[src/rtl/l2_noc_trace.sv]
// Passive L2 NoC debug monitor: per-channel transfer/stall counters plus a timestamped,
// round-robin arbitrated trace FIFO drained over a valid/ready port.
module l2_noc_trace #(
    parameter int NUM_CH = 3,
    parameter int DATA_W = 64,
    parameter int DEPTH  = 16,
    parameter int TS_W   = 16,
    parameter int CNT_W  = 32,
    localparam int CH_W  = (NUM_CH > 1) ? $clog2(NUM_CH) : 1,
    localparam int AW    = $clog2(DEPTH),
    localparam int ENT_W = CH_W + TS_W + DATA_W
) (
    input  logic                     clk,
    input  logic                     rst,
    input  logic [NUM_CH-1:0]        mon_valid,
    input  logic [NUM_CH-1:0]        mon_ready,
    input  logic [NUM_CH*DATA_W-1:0] mon_data,
    input  logic [NUM_CH-1:0]        ch_en,
    input  logic                     wrap_mode,
    input  logic                     clear,
    output logic                     trc_valid,
    input  logic                     trc_ready,
    output logic [ENT_W-1:0]         trc_data,
    output logic [AW:0]              level,
    output logic [NUM_CH*CNT_W-1:0]  xfer_cnt,
    output logic [NUM_CH*CNT_W-1:0]  stall_cnt,
    output logic [CNT_W-1:0]         drop_cnt
);

    localparam logic [AW:0]   PTR_ONE = {{AW{1'b0}}, 1'b1};
    localparam logic [CH_W:0] INC_ONE = {{CH_W{1'b0}}, 1'b1};

    function automatic logic [CH_W-1:0] rr_idx(input logic [CH_W-1:0] base, input int k);
        int s;
        s = int'(base) + k;
        s = (s >= NUM_CH) ? (s - NUM_CH) : s;
        return s[CH_W-1:0];
    endfunction

    function automatic logic [CNT_W-1:0] sat_add(input logic [CNT_W-1:0] a, input logic [CH_W:0] b);
        logic [CNT_W:0] s;
        s = {1'b0, a} + {{(CNT_W-CH_W){1'b0}}, b};
        return s[CNT_W] ? {CNT_W{1'b1}} : s[CNT_W-1:0];
    endfunction

    logic [TS_W-1:0]         ts_q;
    logic [CH_W-1:0]         rr_q, rr_d;
    logic [AW:0]             wr_q, wr_d, rd_q, rd_d;
    logic [NUM_CH*CNT_W-1:0] xfer_q, xfer_d, stall_q, stall_d;
    logic [CNT_W-1:0]        drop_q, drop_d;
    logic [ENT_W-1:0]        mem_q [DEPTH];

    logic [NUM_CH-1:0] cand_s;
    logic              any_s;
    logic [CH_W-1:0]   win_s;
    logic [DATA_W-1:0] win_data_s;
    logic [CH_W:0]     ncand_s;
    logic [CH_W:0]     drop_inc_s;
    logic              full_s, pop_s, wr_en_s;

    assign level     = wr_q - rd_q;
    assign trc_valid = (wr_q != rd_q);
    assign trc_data  = trc_valid ? mem_q[rd_q[AW-1:0]] : {ENT_W{1'b0}};
    assign xfer_cnt  = xfer_q;
    assign stall_cnt = stall_q;
    assign drop_cnt  = drop_q;

    // Round-robin pick among capture candidates, scanning upward from rr_q.
    always_comb begin
        cand_s     = mon_valid & mon_ready & ch_en;
        any_s      = 1'b0;
        win_s      = {CH_W{1'b0}};
        ncand_s    = {(CH_W+1){1'b0}};
        win_data_s = {DATA_W{1'b0}};
        for (int k = 0; k < NUM_CH; k++) begin
            ncand_s = ncand_s + {{CH_W{1'b0}}, cand_s[k]};
            if (!any_s && cand_s[rr_idx(rr_q, k)]) begin
                any_s = 1'b1;
                win_s = rr_idx(rr_q, k);
            end else begin
                any_s = any_s;
            end
        end
        for (int k = 0; k < NUM_CH; k++) begin
            if (win_s == CH_W'(k)) begin
                win_data_s = mon_data[k*DATA_W +: DATA_W];
            end else begin
                win_data_s = win_data_s;
            end
        end
    end

    // FIFO pointer update; a full FIFO either drops the newcomer or evicts the oldest entry.
    always_comb begin
        full_s     = (level == (AW+1)'(DEPTH));
        pop_s      = trc_valid & trc_ready;
        wr_en_s    = 1'b0;
        wr_d       = wr_q;
        rd_d       = pop_s ? (rd_q + PTR_ONE) : rd_q;
        rr_d       = rr_q;
        drop_inc_s = {(CH_W+1){1'b0}};
        if (any_s) begin
            rr_d       = rr_idx(win_s, 1);
            drop_inc_s = ncand_s - INC_ONE;
            if (!full_s || pop_s) begin
                wr_en_s = 1'b1;
                wr_d    = wr_q + PTR_ONE;
            end else if (wrap_mode) begin
                wr_en_s    = 1'b1;
                wr_d       = wr_q + PTR_ONE;
                rd_d       = rd_q + PTR_ONE;
                drop_inc_s = ncand_s;
            end else begin
                drop_inc_s = ncand_s;
            end
        end else begin
            rr_d = rr_q;
        end
        drop_d = sat_add(drop_q, drop_inc_s);
    end

    // Per-channel saturating transfer and stall counters.
    always_comb begin
        xfer_d  = xfer_q;
        stall_d = stall_q;
        for (int k = 0; k < NUM_CH; k++) begin
            xfer_d[k*CNT_W +: CNT_W]  = sat_add(xfer_q[k*CNT_W +: CNT_W],
                                                {{CH_W{1'b0}}, mon_valid[k] & mon_ready[k]});
            stall_d[k*CNT_W +: CNT_W] = sat_add(stall_q[k*CNT_W +: CNT_W],
                                                {{CH_W{1'b0}}, mon_valid[k] & ~mon_ready[k]});
        end
    end

    // Control state; clear acts as a synchronous reset and overrides everything else.
    always_ff @(posedge clk) begin
        if (rst || clear) begin
            ts_q    <= {TS_W{1'b0}};
            rr_q    <= {CH_W{1'b0}};
            wr_q    <= {(AW+1){1'b0}};
            rd_q    <= {(AW+1){1'b0}};
            xfer_q  <= {(NUM_CH*CNT_W){1'b0}};
            stall_q <= {(NUM_CH*CNT_W){1'b0}};
            drop_q  <= {CNT_W{1'b0}};
        end else begin
            ts_q    <= ts_q + {{(TS_W-1){1'b0}}, 1'b1};
            rr_q    <= rr_d;
            wr_q    <= wr_d;
            rd_q    <= rd_d;
            xfer_q  <= xfer_d;
            stall_q <= stall_d;
            drop_q  <= drop_d;
        end
    end

    // Trace storage is not reset; empty slots are masked at the output.
    always_ff @(posedge clk) begin
        if (wr_en_s && !rst && !clear) begin
            mem_q[wr_q[AW-1:0]] <= {win_s, ts_q, win_data_s};
        end
    end

endmodule

[config.mk]
export PLATFORM = sky130hd
export DESIGN_NAME = l2_noc_trace
export DESIGN_NICKNAME = d
export VERILOG_FILES = /design/src/rtl/l2_noc_trace.sv
export SDC_FILE = /design/constraint.sdc
export NUM_CORES = 2
export LEC_CHECK = 0
export CAP_MARGIN = 10
export CORE_ASPECT_RATIO = 2
export CORE_UTILIZATION = 32
export CTS_BUF_LIST = sky130_fd_sc_hd__clkbuf_8
export DETAILED_ROUTE_END_ITERATION = 8
export REMOVE_ABC_BUFFERS = 1
export SLEW_MARGIN = 20
export SYNTH_ARGS = -nofsm -noshare
export SYNTH_HDL_FRONTEND = slang
export SYNTH_SLANG_ARGS = --single-unit
[constraint.sdc]
create_clock -name clk -period 13.3 [get_ports clk]
set_input_delay 3.99 -clock clk [delete_from_list [all_inputs] [get_ports clk]]
set_output_delay 3.99 -clock clk [all_outputs]
set_load 0.02 [all_outputs]
# == Word level (Yosys, flattened, before mapping) ==
# Memory sizes are Yosys's and may differ from the RTL's. A register that Yosys moved wholly into a read port is not among the register bits.
# Cells that the tools add are included.
# classes
mul,0
n_eq_ne,4
n_lt_le_gt_ge,7
shifts,0
n_addsub,21
div,0
n_reduce_logical,14
muxes,41
bitwise_logic,12
# op_table
cell,count
2-to-1 mux 32 bit,7
adder 32 x 1 -> 33 bit,6
2-to-1 mux 64 bit,3
2-to-1 mux 82 bit,1
adder 32 x 3 -> 33 bit,1
2-to-1 mux 5 bit,6
"adder 16 x 1 -> 16 bit, second input constant",1
2-to-1 mux 2 bit,7
2-to-1 mux 1 bit,11
"adder 5 x 1 -> 5 bit, second input constant",2
"greater-or-equal comparator 3 x 2 -> 1 bit, second input constant",3
"< comparator 2 x 3 -> 1 bit, second input constant",3
"subtractor 2 bit, second input constant",4
AND 1 bit,7
"adder 2 x 1 -> 3 bit, second input constant",2
AND 3 bit,2
binary-select mux 1 bit (select 2 bit),3
2-to-1 mux 3 bit,2
"equality test 5 bit, second input constant",1
zero test 1 bit,5
inequality test 5 bit,1
subtractor 5 bit,1
logical AND 1 bit,4
2-to-1 mux 4 bit,1
12 further kinds,15
# word_totals
latchBits,0
mem_bits_ro,0
ff_bits,252
inputBits,206
mem_bits_rw,1312
mem_count,1
# mem_list
memory,depth,width,rd,rd_ports_with_merged_regs,write_ports,line,source
mem_q,16,82,1,1,1,51,logic [ENT_W-1:0] mem_q [DEPTH];

# == Depth between registers and ports, before layout ==
# logic_depth
ltp_word,16
ltp_mapped,21

# == Worst setup path after synthesis ==
# OpenSTA, ideal clock, no wires.
# synth_timing
path_kind,input port to flip-flop
from,in ch_en[1]
to,mem mem_q[0][0] in the netlist's numbering (enable)
required_time_ns,12.677
path_buffers,1
slack_ns,1.972
path_stages,7
t_arrival_ns,10.706
setup_ns,0.623
path_cell_list,nand3_1 -> o2111ai_1 -> o21ai_0 -> a211oi_1 -> buf_2 -> nand3_1 -> nor3_1
# synth_between
elab_chain_cells,15
elab_cells_between_ends,19
classes_between,mux (12); bitwise (1); reduce/logical (6)
# synth_rtl
item,line,source
from (decl),18,"input logic [NUM_CH-1:0] ch_en,"
AND 3 bit *,70,cand_s = mon_valid & mon_ready & ch_en;
binary-select mux 1 bit (select 2 bit),77,"if (!any_s && cand_s[rr_idx(rr_q, k)]) begin"
2-to-1 mux 1 bit (not written as such),77,
2-to-1 mux 1 bit,77,
zero test 1 bit,77,
logical AND 1 bit,77,
2-to-1 mux 1 bit,77,
zero test 1 bit,77,
logical AND 1 bit,77,
2-to-1 mux 1 bit *,77,
2-to-1 mux 1 bit *,102,if (any_s) begin
logical AND 1 bit * (2 in a row),157,if (wr_en_s && !rst && !clear) begin
2-to-1 mux 1 bit *,157,
2-to-1 mux 1 bit (not written as such) *,158,"mem_q[wr_q[AW-1:0]] <= {win_s, ts_q, win_data_s};"
to (decl),51,
# Every way passes the cells marked *; elsewhere a longest branch is shown, timed or not. The select of a mux whose other input is x is not followed.

# == Worst setup path in the final report ==
# layout_timing
from,reg rd_q[0]
to,out trc_data[66]
# layout_between
elab_chain_cells,2
# layout_rtl
item,line,source
from (decl),48,"logic [AW:0] wr_q, wr_d, rd_q, rd_d;"
from (signal assigned),140,rd_q <= {(AW+1){1'b0}};
from (signal assigned),148,rd_q <= rd_d;
inequality test 5 bit,62,assign trc_valid = (wr_q != rd_q);
2-to-1 mux 82 bit,63,assign trc_data = trc_valid ? mem_q[rd_q[AW-1:0]] : {ENT_W{1'b0}};
to (decl),23,"output logic [ENT_W-1:0] trc_data,"
# Every way passes these cells.

==> key figures <==
Routing
  • Drt pass-1 iters: 5
  • ANT nets after route: 0
  • Wire length per cell: 24.0 um
  • Post-route DRC: 0
  • Via density: slightly above 5
  • Vias: roughly 35,000
  • Violation count after the first detailed-route iteration: between 2,000 and 2,500
  • Total Routed Length: around 170,000 um

Power and ir drop
  • Leak Pwr: between 20 and 25 nW
  • Pwr/cell area: around 120 nW/um^2
  • Total power: around 0.0094 W
  • Sw frac: 22.5%
  • Internal power: 0.00727 W
  • Sw power: between 0.002 and 0.0025 W
  • Combinational Power Share: roughly 4.7%
  • Clock power frac: 37.9%
  • Register share of total power: a little under three fifths
  • Maximum vdd ir drop: approximately 84 uV

Setup path
  • Setup CP Type: reg -> out
  • Critical path fanouts, max: 43
  • Crit end category: output pin
  • Worst setup path start: rd_q[0]$_SDFF_PP0_
  • Reg2reg start: rd_q[1]$_SDFF_PP0_
  • R2R Setup Slk: roughly 7.8 ns
  • RR Endpoint: drop_cnt[27]$_SDFF_PP0_
  • Crit path arrival time: between 5 and 6 ns
  • R2r worst-path depth: 15
  • CP required: between 9 and 10 ns
  • Critical path launch point type: register

Clock tree
  • Total setup buffers inserted after CTS: 0
  • Cts hold-fix bufs: 0
  • H-tree levels: 4
  • Worst-Skew Late Latency: 0.95 ns
  • # resized after CTS: 0
  • Root Buffer: clkbuf_8
  • CTS Buf Count: about 220
  • CTS tree: built
  • Max clock buf depth: 4
  • Clk slew on worst S/H paths: roughly 0.060 ns
  • Clock sink total: between 1,500 and 2,000

Synth
  • Synth Area in Adders: 0.732%
  • Synthesized area per cell: roughly 18 um^2
  • Seq cells post-synth: about 1,600
  • Mux cell area share after synthesis: 15.0%
  • Synth Instances: about 3,500
  • Simple-gate portion of the synthesized area: about 5.5%
  • Ys async rst share: 0%
  • Synth Cell Area: ~63,000 um^2
  • Main combinational cell family by area after synthesis: multiplexers
  • Synth Area in Compound Gates: about 3.6%
  • Post-Synth XOR/XNOR Area: under 10%
  • Post-synth EDFFs: around 1,300
  • Post-synth cell types: 59
  • Dominant synthesized flop cell: edfxtp_1
  • Synth Warn #: 0
  • Sequential area share after synthesis: between 70% and 80%

Global routing
  • Number of global-route vias before repair: ~36,000
  • Initial antenna violation count: 23
  • GRT overflow: 0
  • Global-route wire length before repair: between 200,000 and 250,000 um
  • GRT Resource Usage Total: 16.6%
  • Largest net degree at the start of global routing: 98

Placed design
  • Post-DP Area: a little over 70,000 um^2
  • Dpl hpwl: 94,200 um
  • Placer congestion estimate: 0.789
  • Buffers on Ports: between 500 and 600

Final layout
  • FF+latch area: around 44,000 um^2
  • Post-route design area: roughly 75,000 um^2
  • Layout cells sized above 1: just under 20%
  • Footprint of the multi-input gates: about 17,000 um^2
  • Filler cell count: ~18,000
  • Layout area overhead: 20.7%
  • Nets: 4,407

STA
  • Slew margin rel.: 27.2%
  • Least-Margin Pin Slew: ~1.1 ns
  • Unrepaired setup endpoints after global routing: no
  • Period utilization: 68.7%
  • Final setup violating endpoints: 0
  • Layout Skew: about 0.084 ns
  • Period minus WS final: ~9.1 ns
  • Slew Viols, Final: 0
  • Final setup TNS: 0 ns
  • Final Hold Vio Count: 0
  • Fmax: between 100 and 150 MHz

Floorplan
  • Die width: 315 um
  • Core area: 194,000 um^2
  • Die area: between 150,000 and 200,000 um^2
  • Die height: approximately 630 um
  • Row cnt: 229
  • Effective utilization at floorplan: about a third
  • Ports: around 520

Worst hold path
  • Hold path startpoint: xfer_cnt[27]$_SDFF_PP0_
  • Hold EP: xfer_cnt[27]$_SDFF_PP0_
  • Class of the tightest hold or removal check: reg -> reg
  • Hold path depth: 1

Outcome
  • Status: finished clean

Run
  • Maxcap violations: 0
power by group through the flow:
stage / clock network [W] / logic, W / registers, W
floorplan: 0 / 0.000220 / 0.00551
global placement: 0 / 0.000442 / 0.00549
detailed placement: 0 / 0.000455 / 0.00549
CTS: 0.00369 / 0.000455 / 0.00538
global route: 0.00388 / 0.000483 / 0.00538
finish: 0.00356 / 0.000442 / 0.00538
sequential cells by signal (all words and copies together) (netlist names):
name       count
rd_q           5
ts_q          16
rr_q           2
xfer_cnt      96
wr_q           5
stall_cnt     96
drop_cnt      32
mem_q       1312
logic make-up after synthesis:
logic type,count (synthesis)
DFF,1564
and+or+nand+nor,658
muxes,422
AOI/OAI and AO/OA,397
buffers and inverters,230
xor gates and xnor gates,190
adders and majority gates,35
worst max path at each step:
| stage | slack, ns | end | cells past startpoint |
|---|---|---|---|
| 5_1_grt | 3.76 | trc_data[64] | 6 |
| 2_1_floorplan | -9.32 | mem_q[0][0]$_DFFE_PP_ | 7 |
| 6_report | 4.17 | trc_data[66] | 6 |
| 3_5_place_dp | 3.82 | mem_q[6][20]$_DFFE_PP_ | 11 |
| 3_3_place_gp | 4.07 | mem_q[6][20]$_DFFE_PP_ | 11 |
| 4_1_cts | 3.90 | trc_data[6] | 6 |
cell type report:
| type | instances | area share [%] |
|---|---|---|
| Sequential cell | 1564 | 58.9 |
| Multi-Input combinational cell | 1702 | 23.0 |
| Timing Repair Buffer | 636 | 8.30 |
| Clock buffer | 235 | 4.28 |
| Tap cell | 2541 | 4.21 |
| Clock inverter | 165 | 1.11 |
| Inverter | 40 | 0.205 |
| Antenna cell | 7 | 0.0232 |
stage by stage:
step,utilization (%),hold slack (ns),cells,setup slack [ns]
5_1_grt,38.9,0.515,6884,3.76
3_3_place_gp,36.7,0.454,6480,4.07
3_5_place_dp,36.8,0.454,6483,3.82
4_1_cts,38.9,0.468,6883,3.90
2_1_floorplan,-,0.458,3306,-9.32
6_report,38.9,0.470,6890,4.17
layer usage:
layer | global-route usage, % | vias up | routed length, um
li1 | - | 15300 | -
met1 | 19.1 | 18000 | 62700
met2 | 29.9 | 1046 | 86700
met3 | 4.12 | 270 | 11700
met4 | 4.94 | 26 | 4000
met5 | 0 | - | 163
cells in the mapped netlist, drive strengths merged, types with 2 or more instances:
| master | n | area [um^2] |
|---|---|---|
| edfxtp | 1312 | 39400 |
| mux4 | 410 | 9230 |
| dfxtp | 252 | 5040 |
| a21oi | 206 | 1030 |
| nand2 | 171 | 644 |
| clkbuf | 129 | 485 |
| xor2 | 120 | 1050 |
| and2 | 103 | 644 |
| nand3 | 85 | 425 |
| nor2 | 82 | 308 |
| o21ai | 80 | 400 |
| and3 | 79 | 494 |
| xnor2 | 70 | 613 |
| a22oi | 64 | 480 |
| buf | 61 | 287 |
| inv | 40 | 150 |
| nand4 | 39 | 250 |
| nor3 | 37 | 208 |
| ha | 31 | 388 |
| a31oi | 18 | 113 |
| and4 | 16 | 140 |
| a211oi | 11 | 82.6 |
| mux2i | 11 | 110 |
| nor2b | 8 | 50.1 |
| or3 | 7 | 43.8 |
| nor4 | 6 | 43.8 |
| or2 | 5 | 31.3 |
| a211o | 3 | 26.3 |
| a21o | 3 | 22.5 |
| fa | 3 | 60.1 |
| nand2b | 3 | 18.8 |
| nand3b | 3 | 22.5 |
| nor4bb | 3 | 30.0 |
| o211a | 3 | 30.0 |
| a311oi | 2 | 17.5 |
| a31o | 2 | 17.5 |
| and4b | 2 | 20.0 |
| nor3b | 2 | 15.0 |
| or4 | 2 | 15.0 |
critical path, cell delays in order, from the launching register on:
cell and delay, ns:
dfxtp_4 0.64, buf_4 0.76, buf_4 0.83, mux4_2 0.60, mux4_2 0.49, and2_1 0.18, clkdlybuf4s50_1 0.67
cell usage in the layout, fill, tap and decap left out, drive strengths merged, types with 4 or more instances in the layout:
master and count:
buf 119, a31oi 18, nor4 6, clkinv 79, a22oi 64, clkdlybuf4s50 517, dfxtp 252, nand3 85
o21ai 80, edfxtp 1312, or3 7, xor2 120, clkbuf 235, nand4 39, xnor2 70, nor3 37
diode 7, nand2 171, mux2i 11, nor2 82, mux4 410, or2 5, a21oi 206, a211oi 11
inv 120, and2 103, and3 79, bufinv 4, nor2b 8, ha 31, and4 16
No activity file was read; power rests on OpenSTA's default activity.
